==> src/rtl/debounce_pkg.sv <==
// Shared types and sizing helpers for the debounce_event button conditioner.
package debounce_pkg;

  typedef enum logic [1:0] {
    ST_RELEASED = 2'd0,
    ST_PRESSED  = 2'd1,
    ST_HELD     = 2'd2
  } chan_state_e;

  // Bits needed to count 0..num_values-1; never narrower than one bit.
  function automatic int cnt_width(input int num_values);
    return (num_values <= 1) ? 1 : $clog2(num_values);
  endfunction

endpackage

==> src/rtl/debounce_event_channel.sv <==
// One button channel: two-flop synchroniser, tick-sampled stability filter and
// RELEASED/PRESSED/HELD state machine driving registered level and event pulses.
module debounce_event_channel
  import debounce_pkg::*;
#(
  parameter int STABLE_TICKS  = 4,
  parameter int LONG_TICKS    = 100,
  parameter int REPEAT_TICKS  = 20,
  parameter int PRESSED_STATE = 1
) (
  input  logic i_clk,
  input  logic i_rst_n,
  input  logic i_long_tick,
  input  logic i_button,
  output logic o_button,
  output logic o_press,
  output logic o_release,
  output logic o_long,
  output logic o_repeat
);

  localparam int CNT_W  = cnt_width(STABLE_TICKS);
  localparam int HOLD_W = cnt_width(LONG_TICKS + 1);
  localparam int REP_W  = cnt_width(REPEAT_TICKS + 1);

  localparam logic [CNT_W-1:0]  CNT_ZERO    = {CNT_W{1'b0}};
  localparam logic [CNT_W-1:0]  CNT_ONE     = CNT_W'(1);
  localparam logic [CNT_W-1:0]  CNT_LAST    = CNT_W'(STABLE_TICKS - 1);
  localparam logic [HOLD_W-1:0] HOLD_ZERO   = {HOLD_W{1'b0}};
  localparam logic [HOLD_W-1:0] HOLD_ONE    = HOLD_W'(1);
  localparam logic [HOLD_W-1:0] HOLD_MAX    = HOLD_W'(LONG_TICKS);
  localparam logic [REP_W-1:0]  REP_ZERO    = {REP_W{1'b0}};
  localparam logic [REP_W-1:0]  REP_ONE     = REP_W'(1);
  localparam logic [REP_W-1:0]  REP_MAX     = REP_W'(REPEAT_TICKS);
  localparam logic              ACTIVE_HIGH = (PRESSED_STATE != 0);

  logic [1:0]        sync_r;
  logic              sample_s;
  logic              accept_s;
  logic              level_r, level_s;
  logic [CNT_W-1:0]  cnt_r, cnt_s;
  chan_state_e       state_r, state_s;
  logic [HOLD_W-1:0] hold_r, hold_s;
  logic [REP_W-1:0]  rep_r, rep_s;
  logic              press_r, press_s;
  logic              release_r, release_s;
  logic              long_r, long_s;
  logic              repeat_r, repeat_s;

  // Two-flop synchroniser for the asynchronous raw input.
  always_ff @(posedge i_clk or negedge i_rst_n) begin
    if (!i_rst_n) begin
      sync_r <= 2'b00;
    end else begin
      sync_r <= {sync_r[0], i_button};
    end
  end

  assign sample_s = ACTIVE_HIGH ? sync_r[1] : ~sync_r[1];

  // Stability filter: a change is accepted only after STABLE_TICKS disagreeing samples in a row.
  always_comb begin
    cnt_s    = cnt_r;
    level_s  = level_r;
    accept_s = 1'b0;
    if (i_long_tick) begin
      if (sample_s == level_r) begin
        cnt_s = CNT_ZERO;
      end else if (cnt_r == CNT_LAST) begin
        accept_s = 1'b1;
        level_s  = sample_s;
        cnt_s    = CNT_ZERO;
      end else begin
        cnt_s = cnt_r + CNT_ONE;
      end
    end else begin
      cnt_s = cnt_r;
    end
  end

  // Hold/repeat state machine; a release accepted on a threshold tick suppresses long/repeat.
  always_comb begin
    state_s   = state_r;
    hold_s    = hold_r;
    rep_s     = rep_r;
    press_s   = 1'b0;
    release_s = 1'b0;
    long_s    = 1'b0;
    repeat_s  = 1'b0;
    if (i_long_tick) begin
      case (state_r)
        ST_RELEASED: begin
          hold_s = HOLD_ZERO;
          rep_s  = REP_ZERO;
          if (accept_s && sample_s) begin
            state_s = ST_PRESSED;
            press_s = 1'b1;
          end else begin
            state_s = ST_RELEASED;
          end
        end
        ST_PRESSED: begin
          if (accept_s && !sample_s) begin
            state_s   = ST_RELEASED;
            hold_s    = HOLD_ZERO;
            rep_s     = REP_ZERO;
            release_s = 1'b1;
          end else begin
            hold_s = (hold_r == HOLD_MAX) ? hold_r : hold_r + HOLD_ONE;
            if (hold_s == HOLD_MAX) begin
              state_s = ST_HELD;
              rep_s   = REP_ZERO;
              long_s  = 1'b1;
            end else begin
              state_s = ST_PRESSED;
            end
          end
        end
        ST_HELD: begin
          if (accept_s && !sample_s) begin
            state_s   = ST_RELEASED;
            hold_s    = HOLD_ZERO;
            rep_s     = REP_ZERO;
            release_s = 1'b1;
          end else if (REPEAT_TICKS > 0) begin
            rep_s = rep_r + REP_ONE;
            if (rep_s == REP_MAX) begin
              rep_s    = REP_ZERO;
              repeat_s = 1'b1;
            end else begin
              repeat_s = 1'b0;
            end
          end else begin
            rep_s = rep_r;
          end
        end
        default: begin
          state_s = ST_RELEASED;
          hold_s  = HOLD_ZERO;
          rep_s   = REP_ZERO;
        end
      endcase
    end else begin
      state_s = state_r;
    end
  end

  // Filter, state and registered outputs.
  always_ff @(posedge i_clk or negedge i_rst_n) begin
    if (!i_rst_n) begin
      level_r   <= 1'b0;
      cnt_r     <= CNT_ZERO;
      state_r   <= ST_RELEASED;
      hold_r    <= HOLD_ZERO;
      rep_r     <= REP_ZERO;
      press_r   <= 1'b0;
      release_r <= 1'b0;
      long_r    <= 1'b0;
      repeat_r  <= 1'b0;
    end else begin
      level_r   <= level_s;
      cnt_r     <= cnt_s;
      state_r   <= state_s;
      hold_r    <= hold_s;
      rep_r     <= rep_s;
      press_r   <= press_s;
      release_r <= release_s;
      long_r    <= long_s;
      repeat_r  <= repeat_s;
    end
  end

  assign o_button  = level_r;
  assign o_press   = press_r;
  assign o_release = release_r;
  assign o_long    = long_r;
  assign o_repeat  = repeat_r;

endmodule

==> src/rtl/debounce_event.sv <==
// Multi-channel button conditioner: N independent debounce/long-press channels
// sharing one sample tick.
module debounce_event
  import debounce_pkg::*;
#(
  parameter int N             = 4,
  parameter int STABLE_TICKS  = 4,
  parameter int LONG_TICKS    = 100,
  parameter int REPEAT_TICKS  = 20,
  parameter int PRESSED_STATE = 1
) (
  input  logic         i_clk,
  input  logic         i_rst_n,
  input  logic         i_long_tick,
  input  logic [N-1:0] i_button,
  output logic [N-1:0] o_button,
  output logic [N-1:0] o_press,
  output logic [N-1:0] o_release,
  output logic [N-1:0] o_long,
  output logic [N-1:0] o_repeat
);

  for (genvar ch = 0; ch < N; ch++) begin : g_chan
    debounce_event_channel #(
      .STABLE_TICKS (STABLE_TICKS),
      .LONG_TICKS   (LONG_TICKS),
      .REPEAT_TICKS (REPEAT_TICKS),
      .PRESSED_STATE(PRESSED_STATE)
    ) u_chan (
      .i_clk      (i_clk),
      .i_rst_n    (i_rst_n),
      .i_long_tick(i_long_tick),
      .i_button   (i_button[ch]),
      .o_button   (o_button[ch]),
      .o_press    (o_press[ch]),
      .o_release  (o_release[ch]),
      .o_long     (o_long[ch]),
      .o_repeat   (o_repeat[ch])
    );
  end

endmodule
==> config.mk <==
export PLATFORM = sky130hd
export DESIGN_NAME = debounce_event
export DESIGN_NICKNAME = d
export VERILOG_FILES = /design/src/rtl/debounce_pkg.sv /design/src/rtl/debounce_event_channel.sv /design/src/rtl/debounce_event.sv
export SDC_FILE = /design/constraint.sdc
export NUM_CORES = 1
export LEC_CHECK = 0
export ABC_CLOCK_PERIOD_IN_PS = 7000
export BUFFER_PORTS_ARGS = -buffer_cell sky130_fd_sc_hd__buf_2
export CORE_MARGIN = 3
export CORE_UTILIZATION = 44
export CTS_CLUSTER_DIAMETER = 60
export DETAILED_ROUTE_END_ITERATION = 8
export HOLD_SLACK_MARGIN = 0.06
export SYNTH_ARGS = -nofsm -noshare
export SYNTH_HDL_FRONTEND = slang
export SYNTH_SLANG_ARGS = --single-unit
==> constraint.sdc <==
create_clock -name i_clk -period 7 [get_ports i_clk]
set_clock_uncertainty 0.15 [all_clocks]
set_input_delay 0.35 -clock i_clk [delete_from_list [all_inputs] [get_ports i_clk]]
set_output_delay 0.35 -clock i_clk [all_outputs]
set_load 0.005 [all_outputs]
# == After elaboration in Yosys (flattened, before gate mapping) ==
# Index checks and enable logic that the tools add are counted.
# word_totals
register_bits,92
out_inout_bits,20
wordCells,256
# op_classes
n_bitwise,4
muxes,132
addsub,12
eq_ne,36
reduce_logical,32
# ops
operator,n
two-way mux 7 bit,12
two-way mux 5 bit,16
two-way mux 1 bit,72
"== test 7 bit, second input constant",8
case mux 7 bit (2 select lines),4
two-way mux 2 bit,20
case mux 5 bit (2 select lines),4
"adder 7 x 1 -> 7 bit, second input constant",4
case mux 2 bit (3 select lines),4
"adder 5 x 1 -> 5 bit, second input constant",4
"== test 5 bit, second input constant",4
"== test 2 bit, second input constant",8
AND reduction 2 bit,8
"!= test 3 x 1 -> 1 bit, second input constant",4
AND reduction 3 bit,4
"adder 2 x 1 -> 2 bit, second input constant",4
"== test 2 x 1 -> 1 bit, second input constant",4
logical AND 1 bit,8
logical NOT 2 bit,4
"!= test 2 x 1 -> 1 bit, second input constant",4
OR reduction 2 bit,4
== test 1 bit,4
logical NOT 1 bit,4
NOT 1 bit,4

# == Longest topological paths before layout ==
# Gate-level depths: netlist of run 1.
# logic_depth
ltp_word,8
mapped_depth,9

# == Cells and area by module ==
# Synthesis of run 1 repeated with hierarchy kept, for this count alone.
# unflattened
cells_unflattened,520
hier_area_um2,5142.4
# modules_own_cells
mod,seq_area_each_um2,cells_each,n_inst,area_per_inst_um2
debounce_event_channel (g_chan[0].u_chan ...),575.6,130,3,1287.5
debounce_event_channel (g_chan[3].u_chan),575.6,130,1,1280.0

# == Least setup slack after synthesis of run 1 ==
# Ideal clock, no wire load.
# synth_timing
path_type,reg-to-reg
startpoint,register g_chan[0].u_chan.hold_r[0]
endpoint,register g_chan[0].u_chan.rep_r[0]
setup_slack_ns,4.548
required_time_ns,6.725
arrival_ns,2.177
stages_incl_launch_ff,9
path_buffers,0
setup_time_ns,0.125
path_cell_list,dfrtp_1 > inv_1 > ha_1 > nand4_2 > or3_4 > a21o_1 > o41ai_4 > nand2_4 > mux2_4
# synth_between
elab_chain_cells,5
word_cells_on_any_way,6
classes_between,add/sub (1); eq/ne (3); mux (1); reduce/logical (1)
# synth_lines
item,line_no,source
"start, declared",debounce_event_channel.sv:43,"logic [HOLD_W-1:0] hold_r, hold_s;"
"start signal, assigned",debounce_event_channel.sv:164,hold_r <= hold_s;
adder 7 x 1 -> 7 bit or == test 7 bit (tied branches),debounce_event_channel.sv:109,hold_s = (hold_r == HOLD_MAX) ? hold_r : hold_r + HOLD_ONE;
two-way mux 7 bit *,debounce_event_channel.sv:109,
== test 7 bit *,debounce_event_channel.sv:110,if (hold_s == HOLD_MAX) begin
!= test 3 x 1 -> 1 bit (no source line) *,-,
AND reduction 2 bit (no source line) *,-,
"end signal, assigned",debounce_event_channel.sv:165,rep_r <= rep_s;
"end, declared",debounce_event_channel.sv:44,"logic [REP_W-1:0] rep_r, rep_s;"
# Every way passes the cells marked *; elsewhere a longest branch is shown, timed or not.
# A chain may end at the register's enable or synchronous reset.

# == Worst setup path after layout of run 1 ==
# Ends and elaborated chain as after synthesis.

==> parameters.txt, run 1 <==
Parameter                              Value

Critical path
  Critical Path RT ... 7.07 ns
  Crit start category ... register
  R2R setup slack ... 4.34 ns
  Category of the most critical setup path ... register to register
  Endpoint class of the critical path ... register
  CP Max Fanout ... 7
  Data arrival time of the worst path ... 2.73 ns

Drt
  Number of nets with antenna violations after routing ... 0
  Post-DR wirelength/cell ... 14.5 microns
  Total Routed Length ... 10.3 mm
  Vias ... 4001
  Drt via density ... 5.63
  Starting DRT DRC Count ... 321
  # DRC ... 0
  Number of detailed-routing iterations run before antenna repair ... 4

Global routing
  Global-route track usage on met2 ... 0.265
  Global-route track usage on met1 ... 0.232
  Pin count of the biggest net entering global routing ... 64
  Antenna violations before repair ... 0
  GR peak layer ... met2
  Global routing usage on met3 ... 0.0355
  First-pass GRT wire length ... 18.3 mm
  GRT Overall Usage ... 0.167
  Via count of the first global-routing pass ... 3878
  GR Overflow Total ... 0

Synth
  Top cell types by occurrence after synthesis ... sky130_fd_sc_hd__dfrtp_1 (92), sky130_fd_sc_hd__nand2_1 (64), sky130_fd_sc_hd__o21ai_0 (41)
  Yosys top cell by area ... sky130_fd_sc_hd__dfrtp_1
  Top area cells in the synthesized netlist ... sky130_fd_sc_hd__dfrtp_1 (43%), sky130_fd_sc_hd__ha_1 (7.1%), sky130_fd_sc_hd__nand2_1 (4.5%)
  Post-synth top area share ... 0.435
  #FFs+latches synth ... 92
  Avg Synthesized Cell Area ... 9.49 sq um
  Post-Syn Nets ... 595
  Number of different library cells in the post-synthesis netlist ... 72
  Number of cells produced by synthesis ... 558
  Commonest register cell after synthesis ... sky130_fd_sc_hd__dfrtp_1
  Area of the mapped netlist ... 5300 sq um
  Post-synthesis sequential area ratio ... 0.435
  Post-synth EDFFs ... 0
  Fraction of registers with async set or reset after synthesis ... 1.00
  Total of warnings raised by yosys ... 0
  Most frequently used cell type in the post-synthesis netlist ... sky130_fd_sc_hd__dfrtp_1

Place
  Standard cell area after detailed placement ... 5400 sq um
  Final GP Congestion ... 0.878
  Hpwl dp ... 7.22 mm
  Count of buffers from port buffering ... 26
  Pre-CTS setup slack ... 4.33 ns

Run
  # Max-Cap Violations ... 0

Layout
  Fillcell total ... 1109
  Area of all placed cells without fillers ... 5750 sq um
  Count of antenna diodes in the layout ... 0
  Number of nets in the layout ... 600
  P&R area growth vs syn ... 8.55%
  Fraction of layout cells with a size suffix above 1 ... 0.121

Timing
  Worst hold slack across all endpoints ... 0.195 ns
  Setup slack after layout ... 4.34 ns
  Max Freq ... 0.376 GHz
  Shortest period the worst path allows ... 2.66 ns
  Final setup fails ... 0
  Number of hold violations in the final report ... 0
  Number of max-slew violations in the final report ... 0
  Accumulated negative setup slack ... 0 ns
  Share of the clock period used by the worst path after layout ... 0.380
  Setup repair after global routing missed its margin ... no
  Worst Max-Slew Pin Slew ... 0.769 ns
  Normalized max-slew margin ... 0.487

Power and ir drop
  Static leakage ... 0.00267 uW
  Internal power ... 1070 uW
  Clock power frac ... 0.306
  Power density relative to cell area ... 275 nW/um^2
  Combinational fraction of design power ... 0.242
  Net load switching power ... 516 uW
  Worst ir drop on vdd ... 171 uV
  Fraction of power consumed by sequential logic ... 0.452
  Total power consumption of the routed design ... 1580 uW
  Share of total power consumed by net switching ... 0.326

Floorplan
  Die footprint ... 13400 sq um
  Total I/O pin count ... 27
  Die Y-Extent ... 116 microns
  Area of the placeable core ... 11600 sq um
  Chip width ... 116 microns
  Count of standard-cell rows ... 39
  Initial Utilization ... 0.456

CTS
  Total clock buffers created by CTS ... 9
  Skew-Pair Late Insertion Delay ... 0.34 ns
  Deepest clock path buffer count ... 2
  CTS-repair resized insts ... 0
  TritonCTS clock tree ... done
  Root Buffer ... sky130_fd_sc_hd__clkbuf_16
  H-tree levels ... 3
  Clock input transition at the sequential cells of the worst setup and hold paths ... 0.06 ns
  Number of clock sinks ... 92

Min path
  Type of the tightest min-delay check ... register to register

Outcome
  Status ... complete, no violations
stage by stage:
stage,utilization,instances
finish,0.495,711
global route,0.495,711
CTS,0.495,711
detailed placement,0.465,690
global placement,0.465,690
floorplan,-,558
layer usage:
layer	vias to the layer above	wire [microns]
li1	1996	-
met1	1896	5030
met2	98	4740
met3	11	431
met4	0	125
met5	-	0
state kept, by name (all words and copies together) (netlist names):
register	cells
g_chan.u_chan.o_repeat	4
g_chan.u_chan.o_long	4
g_chan.u_chan.rep_r	20
g_chan.u_chan.state_r	8
g_chan.u_chan.cnt_r	8
g_chan.u_chan.hold_r	28
g_chan.u_chan.o_press	4
g_chan.u_chan.sync_r	8
g_chan.u_chan.o_release	4
g_chan.u_chan.o_button	4
cell type report:
type | count | area [sq um] | area share
Timing Repair Buffer | 33 | 198 | 0.0344
Sequential cell | 92 | 2300 | 0.400
Multi-Input combinational cell | 398 | 2660 | 0.463
Inverter | 29 | 109 | 0.0189
Clock buffer | 16 | 302 | 0.0524
Tap cell | 143 | 179 | 0.0311
power groups by stage:
stage	clock, uW	combinational [uW]	sequential, uW
finish	484	383	716
global route	521	443	734
CTS	500	388	716
detailed placement	0	384	725
global placement	0	372	719
floorplan	0	340	679
logic make-up after synthesis:
family / synth area share
simple gates: 0.214
compound gates: 0.166
flops: 0.435
buf+inv: 0.0631
fa+ha+maj: 0.0709
mux: 0.0319
xor+xnor: 0.0198
final timing paths:
kind                                             from                          to  depth (start not counted)
hold / removal             g_chan[2].u_chan.sync_r[0]  g_chan[2].u_chan.sync_r[1]                          0
setup / recovery           g_chan[0].u_chan.hold_r[0]   g_chan[0].u_chan.rep_r[0]                          8
hold reg to reg            g_chan[2].u_chan.sync_r[0]  g_chan[2].u_chan.sync_r[1]                          0
setup reg to reg           g_chan[0].u_chan.hold_r[0]   g_chan[0].u_chan.rep_r[0]                          8
min in group asynchronous                     i_rst_n  g_chan[0].u_chan.hold_r[4]                          2
max in group asynchronous                     i_rst_n  g_chan[2].u_chan.hold_r[5]                          3
worst max-delay path: stages (launching register included):
cell,delay [ns]
sky130_fd_sc_hd__dfrtp_1,0.44
sky130_fd_sc_hd__inv_1,0.09
sky130_fd_sc_hd__ha_1,0.15
sky130_fd_sc_hd__nand4_2,0.12
sky130_fd_sc_hd__or3_4,0.38
sky130_fd_sc_hd__a21o_1,0.21
sky130_fd_sc_hd__o41ai_4,0.58
sky130_fd_sc_hd__nand2_4,0.11
sky130_fd_sc_hd__mux2_4,0.31
timing repair:
| item | 4_1_cts | 5_1_grt |
|---|---|---|
| setup buffers | 0 | 0 |
| hold buffers | 5 | 0 |
| hold endpoints to repair | 33 | 0 |
cell usage in the layout (no fill, tap or decap), drive strengths merged, types with 10 or more instances in the layout:
| cell type | count |
|---|---|
| nand2 | 65 |
| inv | 29 |
| a21oi | 12 |
| o21ai | 41 |
| nand3 | 24 |
| dfrtp | 92 |
| clkbuf | 16 |
| mux2 | 12 |
| a31oi | 10 |
| nor2b | 10 |
| nor3 | 15 |
| ha | 30 |
| and3 | 17 |
| buf | 28 |
| o2bb2ai | 10 |
| nor2 | 36 |
| o31ai | 12 |
No activity file was read; power rests on OpenSTA's default activity.
==> inputs of run 2 (changes only) <==
Settings changed: ABC_CLOCK_PERIOD_IN_PS 7000 to 2200.
Clock period 7 ns to 2.2 ns, I/O delays scaled along.
==> parameters.txt, run 2 (same netlist as run 1, synthesis figures left out) <==
Parameter                              Value

Global routing
  Antenna violations before repair ... 0 (unchanged)
  GR Overflow Total ... 0 (unchanged)
  First-pass GRT wire length ... 19.5 mm (+6.8%)
  Via count of the first global-routing pass ... 4199 (+8.3%)
  Pin count of the biggest net entering global routing ... 66 (+3.1%)
  GRT Overall Usage ... 0.182 (+0.0150)

Critical path
  Worst reg2reg startpoint ... g_chan[0].u_chan.hold_r[1]
  Endpoint class of the critical path ... register
  Crit start category ... register
  Path length in cells of the critical path ... 10 (+2)
  CP cell instances ... inv_2 > ha_4 > nand4_4 > buf_4 > nor3_4 > o22ai_2 > o41ai_4 > buf_4 > nand2_4 > mux2_4
  CP Max Fanout ... 5 (-2)
  Cell type with the highest occurrence count on the critical path ... sky130_fd_sc_hd__buf_4
  Critical Path Sink ... g_chan[0].u_chan.rep_r[0]
  Category of the most critical setup path ... register to register
  Number of cells on the worst reg-to-reg path ... 10 (+2)
  Crit Reg-Reg Endpoint ... g_chan[0].u_chan.rep_r[0]
  Total buffers and inverters traversed by the critical path ... 3 (+2)
  Critical Path RT ... 2.28 ns (-4.79 ns)
  Crit path from ... g_chan[0].u_chan.hold_r[1]
  Worst path top cell family by delay ... compound AO/OA/AOI/OAI gates
  Biggest cell delay along the critical path ... 0.41 ns (-0.17 ns)
  R2R setup slack ... -0.07 ns (-4.41 ns)
  Cell with the biggest individual delay on the critical path ... sky130_fd_sc_hd__dfrtp_1
  Data arrival time of the worst path ... 2.35 ns (-0.38 ns)

CTS
  Total clock buffers created by CTS ... 9 (unchanged)
  Clock input transition at the sequential cells of the worst setup and hold paths ... 0.06 ns (about the same)
  H-tree levels ... 3 (unchanged)
  Deepest clock path buffer count ... 2 (unchanged)
  TritonCTS clock tree ... done
  Skew-Pair Late Insertion Delay ... 0.34 ns (about the same)
  Root Buffer ... sky130_fd_sc_hd__clkbuf_16
  Number of clock sinks ... 92 (unchanged)

Drt
  Total Routed Length ... 11.6 mm (+13%)
  # DRC ... 0 (unchanged)
  Number of detailed-routing iterations run before antenna repair ... 5 (+1)
  Vias ... 4266 (+6.6%)
  Drt via density ... 5.47 (-2.8%)
  Post-DR wirelength/cell ... 14.9 microns (+2.8%)
  Number of nets with antenna violations after routing ... 0 (unchanged)
  Starting DRT DRC Count ... 226 (-30%)

Floorplan
  Total I/O pin count ... 27 (unchanged)
  Count of standard-cell rows ... 39 (unchanged)
  Area of the placeable core ... 11600 sq um (unchanged)
  Die footprint ... 13400 sq um (unchanged)
  Die Y-Extent ... 116 microns (unchanged)
  Initial Utilization ... 0.456 (unchanged)
  Chip width ... 116 microns (unchanged)

Place
  Final GP Congestion ... 0.832 (-5.2%)
  Hpwl dp ... 7.82 mm (+8.2%)
  Standard cell area after detailed placement ... 5840 sq um (+8.2%)
  Count of buffers from port buffering ... 26 (unchanged)

Layout
  Registers with the most flip-flops ... g_chan.u_chan.hold_r: 28 flops, g_chan.u_chan.rep_r: 20 flops
  Number of nets in the layout ... 669 (+12%)
  Count of antenna diodes in the layout ... 0 (unchanged)
  Commonest non-fill, non-tap cell in the layout ... sky130_fd_sc_hd__dfrtp_1
  Flip-flop count of the largest register after layout ... 28 (unchanged)
  Most frequent cells in the layout ... sky130_fd_sc_hd__dfrtp_1 (91), sky130_fd_sc_hd__buf_4 (69), sky130_fd_sc_hd__nand2_1 (62)
  P&R area growth vs syn ... 23.3%
  Fraction of layout cells with a size suffix above 1 ... 0.278 (+0.156)
  Area of all placed cells without fillers ... 6530 sq um (+14%)
  Largest reg by FF count ... g_chan.u_chan.hold_r

Timing
  Share of the clock period used by the worst path after layout ... 1.03 (+0.651)
  Max Freq ... 0.441 GHz (+17%)
  Setup repair after global routing missed its margin ... yes
  Final setup fails ... 6 (+6)
  Worst Max-Slew Pin Slew ... 0.408 ns (-0.361 ns)
  Setup slack after layout ... -0.0685 ns (-4.41 ns)
  Shortest period the worst path allows ... 2.27 ns (-0.389 ns)
  Number of hold violations in the final report ... 0 (unchanged)
  Normalized max-slew margin ... 0.726 (+0.239)
  Number of max-slew violations in the final report ... 0 (unchanged)
  Accumulated negative setup slack ... -0.205 ns (-0.205 ns)

Run
  # Max-Cap Violations ... 0 (unchanged)

Outcome
  Violated checks ... negative setup slack
  Status ... finished, violations left

Power and ir drop
  Worst ir drop on vdd ... 564 uV (+230%)
  Power density relative to cell area ... 895 nW/um^2 (+220%)
  Static leakage ... 0.00306 uW (+15%)

Min path
  Type of the tightest min-delay check ... input port to register
## run 2: layout make-up
cell class / instances / area [sq um]
Multi-Input combinational cell: 398 / 2850
Tap cell: 143 / 179
Inverter: 29 / 109
Clock buffer: 12 / 256
Fill cell: 1003 / 5080
Clock inverter: 4 / 95.1
Timing Repair Buffer: 102 / 734
Sequential cell: 92 / 2300
## run 2: routing by layer
metal / track usage / up-vias / wire length [microns]
met4: 0.0634 / 0 / 167
met3: 0.0439 / 14 / 407
met5: 0 / - / 0
met1: 0.239 / 2033 / 5660
li1: - / 2143 / -
met2: 0.294 / 76 / 5410
## run 2: timing repair
| action | CTS | global route |
|---|---|---|
| endpoints found under the setup margin | 15 | 27 |
| endpoints found under the hold margin | 99 | 0 |
| buffers inserted | 7 | 6 |
| pin swaps | 8 | 11 |
| gates resized for setup | 15 | 30 |
| gates cloned | 0 | 0 |
| hold buffers | 6 | 0 |
## run 2: per-stage QoR
| step | hold WS (ns) | utilization | instances | worst slack (ns) | total power (uW) |
|---|---|---|---|---|---|
| 2_1_floorplan | -0.336 | - | 558 | -0.119 | 3270 |
| 3_3_place_gp | 0.00246 | 0.503 | 745 | -0.0889 | 3750 |
| 3_5_place_dp | 0.00132 | 0.503 | 745 | -0.133 | 3810 |
| 4_1_cts | 0.0950 | 0.548 | 774 | -0.0830 | 5770 |
| 5_1_grt | 0.133 | 0.562 | 780 | -0.221 | 6230 |
| 6_report | 0.115 | 0.562 | 780 | -0.0685 | 5840 |
## run 2: worst register-to-register path, delay by kind of cell, from the launching register on
kind | cells | cell delay (ns)
AOI/OAI and AO/OA | 2 | 0.46
adders and majority gates | 1 | 0.15
buffers and inverters | 3 | 0.45
DFF | 1 | 0.41
muxes | 1 | 0.29
and+or+nand+nor | 3 | 0.26
## run 2: where the power goes
part / switching (uW) / leakage [uW] / internal (uW)
clock: 652 / 0.000173 / 1170
sequential: 310 / 0.00122 / 1940
combinational: 890 / 0.00167 / 883
## run 2: how the worst min path moves through the flow
stage,start,slack (ns),to,cells after the start
after detailed placement,i_rst_n,0.001,g_chan[0].u_chan.o_release,2
after global placement,i_rst_n,0.002,g_chan[0].u_chan.state_r[1],2
final,i_long_tick,0.11,g_chan[1].u_chan.o_release,3
after CTS,i_long_tick,0.1,g_chan[1].u_chan.o_release,3
after floorplan,i_rst_n,-0.34,g_chan[0].u_chan.cnt_r[0],0
after global routing,i_long_tick,0.13,g_chan[1].u_chan.o_release,3
==> inputs of run 3 (changes only) <==
Settings changed: SKIP_CTS_REPAIR_TIMING set to 1.
==> parameters.txt, run 3 (same netlist as run 1, synthesis figures left out) <==
Parameter                              Value

Place
  Final GP Congestion ... 0.832 (unchanged)
  Standard cell area after detailed placement ... 5840 sq um (unchanged)
  DP Cell Count ... 745 (unchanged)
  Count of buffers from port buffering ... 26 (unchanged)
  Hpwl dp ... 7.82 mm (unchanged)

CTS
  Total clock buffers created by CTS ... 9 (unchanged)
  TritonCTS clock tree ... done
  H-tree levels ... 3 (unchanged)
  Skew-Pair Late Insertion Delay ... 0.34 ns (about the same)
  Root Buffer ... sky130_fd_sc_hd__clkbuf_16
  Number of clock sinks ... 92 (unchanged)
  Deepest clock path buffer count ... 2 (unchanged)
  Clock input transition at the sequential cells of the worst setup and hold paths ... 0.07 ns (about the same)

Layout
  P&R area growth vs syn ... 23.3% (about the same)
  Fillcell total ... 1007 (+0.40%)
  Largest reg by FF count ... g_chan.u_chan.hold_r
  Final Core Density ... 0.562 (about the same)
  Registers with the most flip-flops ... g_chan.u_chan.hold_r: 28 flops, g_chan.u_chan.rep_r: 20 flops
  Area of all placed cells without fillers ... 6530 sq um (about the same)
  Fraction of layout cells with a size suffix above 1 ... 0.276 (-0.00184)
  Commonest non-fill, non-tap cell in the layout ... sky130_fd_sc_hd__dfrtp_1
  Count of antenna diodes in the layout ... 0 (unchanged)
  Flip-flop count of the largest register after layout ... 28 (unchanged)
  Storage element area ... 2300 sq um (about the same)
  Total area of multi-input combinational cells ... 2860 sq um (+0.39%)
  Non-filler cells, final ... 777 (-0.38%)
  Number of nets in the layout ... 666 (-0.45%)
  Most frequent cells in the layout ... sky130_fd_sc_hd__dfrtp_1 (90), sky130_fd_sc_hd__buf_4 (63), sky130_fd_sc_hd__nand2_1 (62)

Timing
  Final setup fails ... 9 (+3)
  Normalized max-slew margin ... 0.729 (+0.00331)
  Setup slack after layout ... -0.115 ns (-0.0461 ns)
  Share of the clock period used by the worst path after layout ... 1.05 (+0.0210)
  Number of max-slew violations in the final report ... 0 (unchanged)
  Setup repair after global routing missed its margin ... yes
  Number of hold violations in the final report ... 0 (unchanged)
  Worst Max-Slew Pin Slew ... 0.405 ns (-0.00307 ns)
  Shortest period the worst path allows ... 2.31 ns (+0.0461 ns)
  Accumulated negative setup slack ... -0.337 ns (-0.132 ns)
  Max Freq ... 0.432 GHz (-2.0%)

Power and ir drop
  Worst ir drop on vdd ... 565 uV (about the same)
  Power density relative to cell area ... 891 nW/um^2 (-0.41%)
  Static leakage ... 0.00305 uW (-0.16%)
  Fraction of power consumed by sequential logic ... 0.385 (about the same)
  Combinational fraction of design power ... 0.301 (-0.002)
  Clock power frac ... 0.314 (+0.002)
  Net load switching power ... 1840 uW (-0.54%)
  Share of total power consumed by net switching ... 0.316 (-0.000492)
  Internal power ... 3980 uW (-0.32%)

Drt
  Number of detailed-routing iterations run before antenna repair ... 4 (-1)
  # DRC ... 0 (unchanged)
  Drt via density ... 5.49 (+0.34%)
  Total Routed Length ... 11.6 mm (-0.37%)
  Number of nets with antenna violations after routing ... 0 (unchanged)
  Starting DRT DRC Count ... 272 (+20%)
  Vias ... 4264 (-0.047%)
  Post-DR wirelength/cell ... 14.9 microns (about the same)

Critical path
  Endpoint class of the critical path ... register
  Number of cells on the worst reg-to-reg path ... 9 (-1)
  Category of the most critical setup path ... register to register
  R2R setup slack ... -0.11 ns (-0.05 ns)
  CP Max Fanout ... 7 (+2)
  Data arrival time of the worst path ... 2.40 ns (+0.05 ns)
  Critical Path RT ... 2.28 ns (about the same)
  Crit Reg-Reg Endpoint ... g_chan[0].u_chan.rep_r[0]
  Crit path from ... g_chan[0].u_chan.hold_r[0]
  Crit start category ... register
  Worst reg2reg startpoint ... g_chan[0].u_chan.hold_r[0]

Global routing
  Antenna violations before repair ... 0 (unchanged)
  Pin count of the biggest net entering global routing ... 66 (unchanged)
  First-pass GRT wire length ... 19.0 mm (-2.8%)
  GRT Overall Usage ... 0.176 (-0.00562)
  GR Overflow Total ... 0 (unchanged)
  Via count of the first global-routing pass ... 4084 (-2.7%)

Min path
  Worst-case hold path end point ... g_chan[3].u_chan.o_press
  Worst hold start ... i_long_tick
  Type of the tightest min-delay check ... input port to register
  Number of cells traversed by the worst hold path ... 3 (unchanged)

Run
  # Max-Cap Violations ... 0 (unchanged)

Floorplan
  Area of the placeable core ... 11600 sq um (unchanged)
  Initial Utilization ... 0.456 (unchanged)
  Chip width ... 116 microns (unchanged)
  Die footprint ... 13400 sq um (unchanged)
  Total I/O pin count ... 27 (unchanged)
  Count of standard-cell rows ... 39 (unchanged)
  Die Y-Extent ... 116 microns (unchanged)

Outcome
  Violated checks ... negative setup slack
  Status ... finished, violations left
[run 3: how the worst max path moves through the flow]
stage                                endpoint  slack [ns]  depth (start not counted)
floorplan           g_chan[0].u_chan.rep_r[0]       -0.12                          8
global placement    g_chan[0].u_chan.rep_r[0]       -0.09                          9
detailed placement  g_chan[0].u_chan.rep_r[0]       -0.13                          9
CTS                 g_chan[0].u_chan.rep_r[0]       -0.15                          9
global route        g_chan[0].u_chan.rep_r[0]       -0.22                          9
finish              g_chan[0].u_chan.rep_r[0]       -0.11                          9
[run 3: worst max-delay path: stages (launching register included)]
cell                      delay, ns
sky130_fd_sc_hd__dfrtp_2       0.44
sky130_fd_sc_hd__inv_2         0.08
sky130_fd_sc_hd__ha_4          0.14
sky130_fd_sc_hd__nand4_4       0.08
sky130_fd_sc_hd__or3_4         0.35
sky130_fd_sc_hd__a21o_1        0.20
sky130_fd_sc_hd__o41ai_4       0.22
sky130_fd_sc_hd__buf_6         0.17
sky130_fd_sc_hd__nand2_4       0.07
sky130_fd_sc_hd__mux2_4        0.29
[run 3: metrics by stage]
step	total power, uW	hold WS, ns	setup slack, ns
after floorplan	3270	-0.336	-0.119
after global placement	3750	0.00246	-0.0889
after detailed placement	3810	0.00132	-0.133
after CTS	5660	-0.372	-0.148
after global routing	6200	0.0770	-0.216
final	5820	0.0477	-0.115
[run 3: routing by layer]
metal  wire (microns)  track usage
met4              145       0.0603
met1             5700        0.236
met2             5410        0.281
met3              341       0.0428
met5                0            0
[run 3: final cells by class]
type,count,area share
clock buffers,12,0.0393
clock inverters,4,0.0146
inverters,29,0.0167
multi-input cells,398,0.439
flip-flops and latches,92,0.353
well taps,143,0.0274
repair buffers,99,0.111
[run 3: power groups by stage]
stage                     Sequential, uW  Clock (uW)  Combinational (uW)
after floorplan                     2160           0                1110
after global placement              2230           0                1510
after detailed placement            2250           0                1560
after CTS                           2220        1880                1570
after global routing                2280        1960                1960
final                               2240        1830                1750
